[config.mk]
export PLATFORM = sky130hd
export DESIGN_NAME = shift_cmd_issuer
export DESIGN_NICKNAME = d
export VERILOG_FILES = /design/src/rtl/shift_cmd_issuer.sv
export SDC_FILE = /design/constraint.sdc
export NUM_CORES = 1
export LEC_CHECK = 0
export BUFFER_PORTS_ARGS = -buffer_cell sky130_fd_sc_hd__buf_4
export CORE_MARGIN = 2
export CORE_UTILIZATION = 25
export DETAILED_ROUTE_END_ITERATION = 6
export HOLD_SLACK_MARGIN = 0.1
export PLACE_DENSITY = 0.49
export SKIP_CTS_REPAIR_TIMING = 1
export SLEW_MARGIN = 20
export SYNTH_ARGS = -nofsm -noshare
export SYNTH_HDL_FRONTEND = slang
export SYNTH_SLANG_ARGS = --single-unit
[constraint.sdc]
create_clock -name clk -period 3 [get_ports clk]
set_clock_uncertainty 0.15 [all_clocks]
set_input_delay 0.15 -clock clk [delete_from_list [all_inputs] [get_ports clk]]
set_output_delay 0.15 -clock clk [all_outputs]
set_load 0.05 [all_outputs]
[src/rtl/shift_cmd_issuer.sv]
// shift_cmd_issuer: FIFO-buffered command issuer driving an 8-bit shifter, two chained passes for amounts 8..15; define SHIFT_OVF_EN to add out_ovf
module shift_cmd_issuer #(
  parameter int FIFO_DEPTH = 4
) (
  input  logic                         clk,
  input  logic                         rst_n,
  input  logic                         in_valid,
  output logic                         in_ready,
  input  logic [7:0]                   in_data,
  input  logic [3:0]                   in_amt,
  output logic [7:0]                   sh_a,
  output logic                         sh_s2,
  output logic                         sh_s1,
  output logic                         sh_s0,
  input  logic [7:0]                   sh_o,
  output logic                         out_valid,
  input  logic                         out_ready,
  output logic [7:0]                   out_data,
  output logic [$clog2(FIFO_DEPTH):0]  level
`ifdef SHIFT_OVF_EN
  ,
  output logic                         out_ovf
`endif
);
  localparam int AW = $clog2(FIFO_DEPTH);
  localparam logic [AW:0] FULL = FIFO_DEPTH[AW:0];
  typedef enum logic [1:0] {IDLE, PASS1, PASS2, HOLD} state_t;
  state_t state, nxt;
  logic [11:0] mem [FIFO_DEPTH];
  logic [AW-1:0] wptr, rptr;
  logic [11:0] head;
  logic [7:0] work;
  logic [2:0] p2_sel, sel;
  logic push, pop;
  assign head = mem[rptr];
  assign push = in_valid & in_ready;
  assign pop = state == PASS1;
  assign in_ready = level != FULL;
  assign out_valid = state == HOLD;
  assign out_data = work;
  assign {sh_s2, sh_s1, sh_s0} = sel;
  // Command storage; entries beyond level are don't-care so no reset needed
  always_ff @(posedge clk)
    if (push) mem[wptr] <= {in_amt, in_data};
  // FIFO pointers and occupancy; push and pop together leave level unchanged
  always_ff @(posedge clk or negedge rst_n)
    if (!rst_n) begin
      wptr <= '0;
      rptr <= '0;
      level <= '0;
    end else begin
      if (push) wptr <= wptr + 1'b1;
      if (pop) rptr <= rptr + 1'b1;
      level <= level + {{AW{1'b0}}, push} - {{AW{1'b0}}, pop};
    end
  // State, work/result register and the second-pass select (amt-7, clamped to 7 for amt 15)
  always_ff @(posedge clk or negedge rst_n)
    if (!rst_n) begin
      state <= IDLE;
      work <= '0;
      p2_sel <= '0;
    end else begin
      state <= nxt;
      if (state == PASS1 || state == PASS2) work <= sh_o;
      if (state == PASS1) p2_sel <= &head[10:8] ? 3'd7 : head[10:8] + 3'd1;
    end
  // Next state and shifter drive; shifter inputs are zero outside the pass states
  always_comb begin
    nxt = state;
    sh_a = '0;
    sel = '0;
    case (state)
      IDLE: nxt = level != '0 ? PASS1 : IDLE;
      PASS1: begin
        sh_a = head[7:0];
        sel = head[11] ? 3'd7 : head[10:8];
        nxt = head[11] ? PASS2 : HOLD;
      end
      PASS2: begin
        sh_a = work;
        sel = p2_sel;
        nxt = HOLD;
      end
      default: nxt = out_ready ? (level != '0 ? PASS1 : IDLE) : HOLD;
    endcase
  end
`ifdef SHIFT_OVF_EN
  logic ovf_q, ovf_pass;
  assign ovf_pass = |(sh_a & ~(8'hff >> sel));
  assign out_ovf = ovf_q;
  // Overflow flag: restarts on PASS1, accumulates across PASS2
  always_ff @(posedge clk or negedge rst_n)
    if (!rst_n) ovf_q <= 1'b0;
    else if (state == PASS1) ovf_q <= ovf_pass;
    else if (state == PASS2) ovf_q <= ovf_q | ovf_pass;
`endif
endmodule

==> results.rst <==
.. list-table::
   :header-rows: 1

   * - Metric
     - Value
   * - Total area of multi-input combinational cells
     - 882 sq um
   * - Data required time at the worst endpoint
     - 2.70 ns
   * - Grt total ovfl
     - 0
   * - Clk slew on worst S/H paths
     - 0.06 ns
   * - Fin crit period
     - ~2.5 ns
   * - Number of top-level design ports
     - 48
   * - Status
     - complete, no violations
   * - Maximum fanout encountered on the critical timing path
     - 10
   * - Most crowded layer after global routing
     - met2
   * - Core Box Area
     - roughly 0.011 sq mm
   * - Total power consumption of the routed design
     - around 4.9 mW
   * - Hold/Removal Path Class
     - in -> async
   * - Largest net degree at the start of global routing
     - 21
   * - Met2 GRT Util
     - 16.7%
   * - Area of all placed cells without fillers
     - between 0.003 and 0.004 sq mm
   * - Clock tree from TritonCTS
     - built
   * - Synth cell count leaders
     - sky130_fd_sc_hd__edfxtp_1, sky130_fd_sc_hd__dfrtp_1, sky130_fd_sc_hd__ha_1
   * - Clk root buf
     - sky130_fd_sc_hd__clkbuf_16
   * - Final net count
     - ~280
   * - Share of synthesized registers carrying an async set or reset
     - between 20% and 30%
   * - First-pass GRT wire length
     - ~9.3 mm
   * - Layout cells sized above 1
     - a little under a third
   * - Layout Area Growth over Synthesis
     - 37.5%
   * - Number of CTS-inserted buffers
     - 9
   * - WS Path Type
     - reg -> out
   * - H-tree level count
     - 3
   * - CTS Buffer Depth
     - 2
   * - Clock latency on the worst-skew pair
     - around 0.33 ns
   * - Nets in the synthesized netlist
     - slightly above 200
   * - Cell count after synthesis
     - 171
   * - Transition time at the pin with the least slew margin
     - 0.733 ns
   * - Synthesis warning total
     - 0
   * - Global routing usage on met1
     - about 12%
   * - Initial antenna violation count
     - 0
   * - Arrival time reported for the critical path endpoint
     - around 2.2 ns
   * - Fillcell total
     - between 1000 and 1500
   * - Cell row count
     - 39
   * - Area used by sequential logic in the layout
     - approximately 0.002 sq mm
   * - HPWL reported at the end of detailed placement
     - roughly 4.0 mm
   * - Biggest area contributors in the synthesized netlist
     - sky130_fd_sc_hd__edfxtp_1, sky130_fd_sc_hd__dfrtp_1, sky130_fd_sc_hd__mux4_1, sky130_fd_sc_hd__ha_1, sky130_fd_sc_hd__mux2_2
   * - GR Util All Layers
     - about a tenth
   * - Setup crit end kind
     - output port
   * - Die Height
     - 112 um
   * - Starting Density
     - between 20% and 30%
   * - RSZ-0062 raised after global routing
     - false
   * - Cell area power density
     - about 1200 mW/mm^2
   * - Minimum hold slack
     - ~0.10 ns
   * - Cell with the largest stage delay on the worst path
     - sky130_fd_sc_hd__mux4_1
   * - Number of storage elements in the synthesis netlist
     - a little under 70
   * - Static leakage
     - 1.58 nW
   * - Kind of start point of the critical path
     - flop
   * - Antenna Violating Nets Remaining
     - 0
   * - Maximum clock frequency
     - 407 MHz
   * - Hold violation count in the final report
     - 0
   * - I/O Buffers
     - 47
   * - Number of enable flip-flop cells after synthesis
     - 48
   * - Post-synth top flop
     - sky130_fd_sc_hd__edfxtp_1
   * - Share of the synthesized area in the top cell type
     - about half
   * - Remaining routing DRC violations
     - 0
   * - Netlist Area Pre-Place
     - roughly 0.0029 sq mm
   * - Library cells used by synthesis
     - 27
   * - Total Routed Length
     - between 6 and 7 mm
   * - Number of inserted diodes
     - 0
   * - Cell-by-cell listing of the critical path
     - buf_4 > mux4_1 > a22oi_1 > nor2b_1 > buf_4
   * - Vias
     - around 1700
   * - Wire length per cell after detailed routing
     - 15.4 um
   * - Cell area reported after detailed placement
     - 0.00341 sq mm
   * - Die Footprint
     - approximately 0.012 sq mm
   * - DRC violation total after the first TritonRoute iteration
     - roughly 100
   * - Number of iterations in the first detailed-routing pass
     - 4
   * - Post-Route Setup TNS
     - 0 ns
   * - Number of vias per cell after detailed routing
     - 4.26
   * - Final cycle utilization of the critical path
     - between 80% and 90%
   * - Routing usage on met3
     - under 10%
   * - Number of global-route vias before repair
     - about 1700
   * - Number of max-cap violations
     - 0
   * - Number of failing setup endpoints in the final timing report
     - 0
   * - Longest individual stage delay on the worst path
     - slightly above 0.6 ns
   * - Fraction of the yosys area taken by sequential cells
     - 66.9%
   * - Cell with the most instances after synthesis
     - sky130_fd_sc_hd__edfxtp_1
   * - Routability Congestion
     - around 0.69
   * - Mean Syn Cell Area
     - about 17 sq um
   * - Die outline width
     - ~110 um
   * - Slew Limit Headroom
     - about half
   * - Number of max-slew violations in the final report
     - 0
   * - Most common cell on crit path
     - sky130_fd_sc_hd__buf_4
   * - Number of sinks on the clock net
     - 68
   * - Largest area contributor in the synthesized netlist
     - sky130_fd_sc_hd__edfxtp_1
   * - IR Drop Worst-Case VDD
     - about 0.00054 V
## cell usage in the layout (no fill, tap or decap), types with 2 or more instances in the layout
| cell type | n |
|---|---|
| sky130_fd_sc_hd__nand2_1 | 3 |
| sky130_fd_sc_hd__buf_4 | 50 |
| sky130_fd_sc_hd__and3_1 | 4 |
| sky130_fd_sc_hd__mux2_2 | 9 |
| sky130_fd_sc_hd__mux4_2 | 4 |
| sky130_fd_sc_hd__nor2b_1 | 8 |
| sky130_fd_sc_hd__ha_1 | 11 |
| sky130_fd_sc_hd__mux4_1 | 8 |
| sky130_fd_sc_hd__edfxtp_1 | 48 |
| sky130_fd_sc_hd__nand3_1 | 3 |
| sky130_fd_sc_hd__dfrtp_1 | 20 |
| sky130_fd_sc_hd__nor2_1 | 9 |
| sky130_fd_sc_hd__a21oi_1 | 4 |
| sky130_fd_sc_hd__clkinv_4 | 2 |
| sky130_fd_sc_hd__clkbuf_16 | 9 |
| sky130_fd_sc_hd__dlygate4sd3_1 | 23 |
| sky130_fd_sc_hd__inv_1 | 9 |
| sky130_fd_sc_hd__xnor2_1 | 4 |
| sky130_fd_sc_hd__a31oi_1 | 2 |
| sky130_fd_sc_hd__o21ai_0 | 2 |
| sky130_fd_sc_hd__bufinv_16 | 3 |
| sky130_fd_sc_hd__a22oi_1 | 8 |
## registers in the layout (all words and copies together), names as in the netlist
signal and cells:
level 3, out_data 8, rptr 2, wptr 2
state 2, p2_sel 3, mem 48
## critical path, delay by kind of cell (launching register included)
family	cells	cell delay (ns)
multiplexers	1	0.61
flip-flops	1	0.50
buffers and inverters	2	0.48
AO/OA/AOI/OAI	1	0.17
AND/OR/NAND/NOR	1	0.07
## metal layers
layer	up-vias	part of all wire, %
met1	833	46
met3	7	4.6
met2	37	49
met5	-	0
met4	0	1.0
li1	804	-
## area by class of cell
class / instances / area share (%)
multi-input cells: 86 / 22.1
clock buffers: 10 / 5.99
repair buffers: 73 / 15.2
well taps: 143 / 4.48
clock inverters: 6 / 2.79
inverters: 9 / 0.846
flip-flops and latches: 68 / 48.6
## stage by stage
stage	worst slack (ns)	utilization (%)	cells
4_1_cts	0.498	33.1	372
3_5_place_dp	0.647	30.0	356
3_3_place_gp	0.671	30.0	356
6_report	0.540	35.1	395
5_1_grt	0.438	35.1	395
2_1_floorplan	0.128	-	171
## kinds of logic after synthesis
family                     Yosys count  synth area share (%)
buffers and inverters               17                  2.76
adders and majority gates           12                  5.43
muxes                               21                  13.8
AOI/OAI and AO/OA                   19                  4.35
DFF                                 68                  66.9
xor gates and xnor gates             5                  1.51
and+or+nand+nor                     29                  5.26
## path summary, 6_finish.rpt
kind | startpoint | to | slack [ns] | depth (start not counted)
setup reg to reg | level[1]$_DFF_PN0_ | level[2]$_DFF_PN0_ | 0.64 | 9
setup / recovery | rptr[0]$_DFFE_PN0P_ | sh_a[2] | 0.54 | 5
hold / removal | rst_n | out_data[1]$_DFFE_PN0P_ | 0.10 | 2
min in group clk | p2_sel[2]$_DFFE_PN0P_ | p2_sel[2]$_DFFE_PN0P_ | 0.39 | 2
hold reg to reg | p2_sel[2]$_DFFE_PN0P_ | p2_sel[2]$_DFFE_PN0P_ | 0.39 | 2
max in group asynchronous | rst_n | level[0]$_DFF_PN0_ | 2.36 | 2
## report_power, final
part	switching [mW]	total, mW	internal (mW)
clock	0.387	1.22	0.834
sequential	0.179	1.48	1.30
combinational	1.34	2.18	0.831
Power figures use the tool's default switching activity.
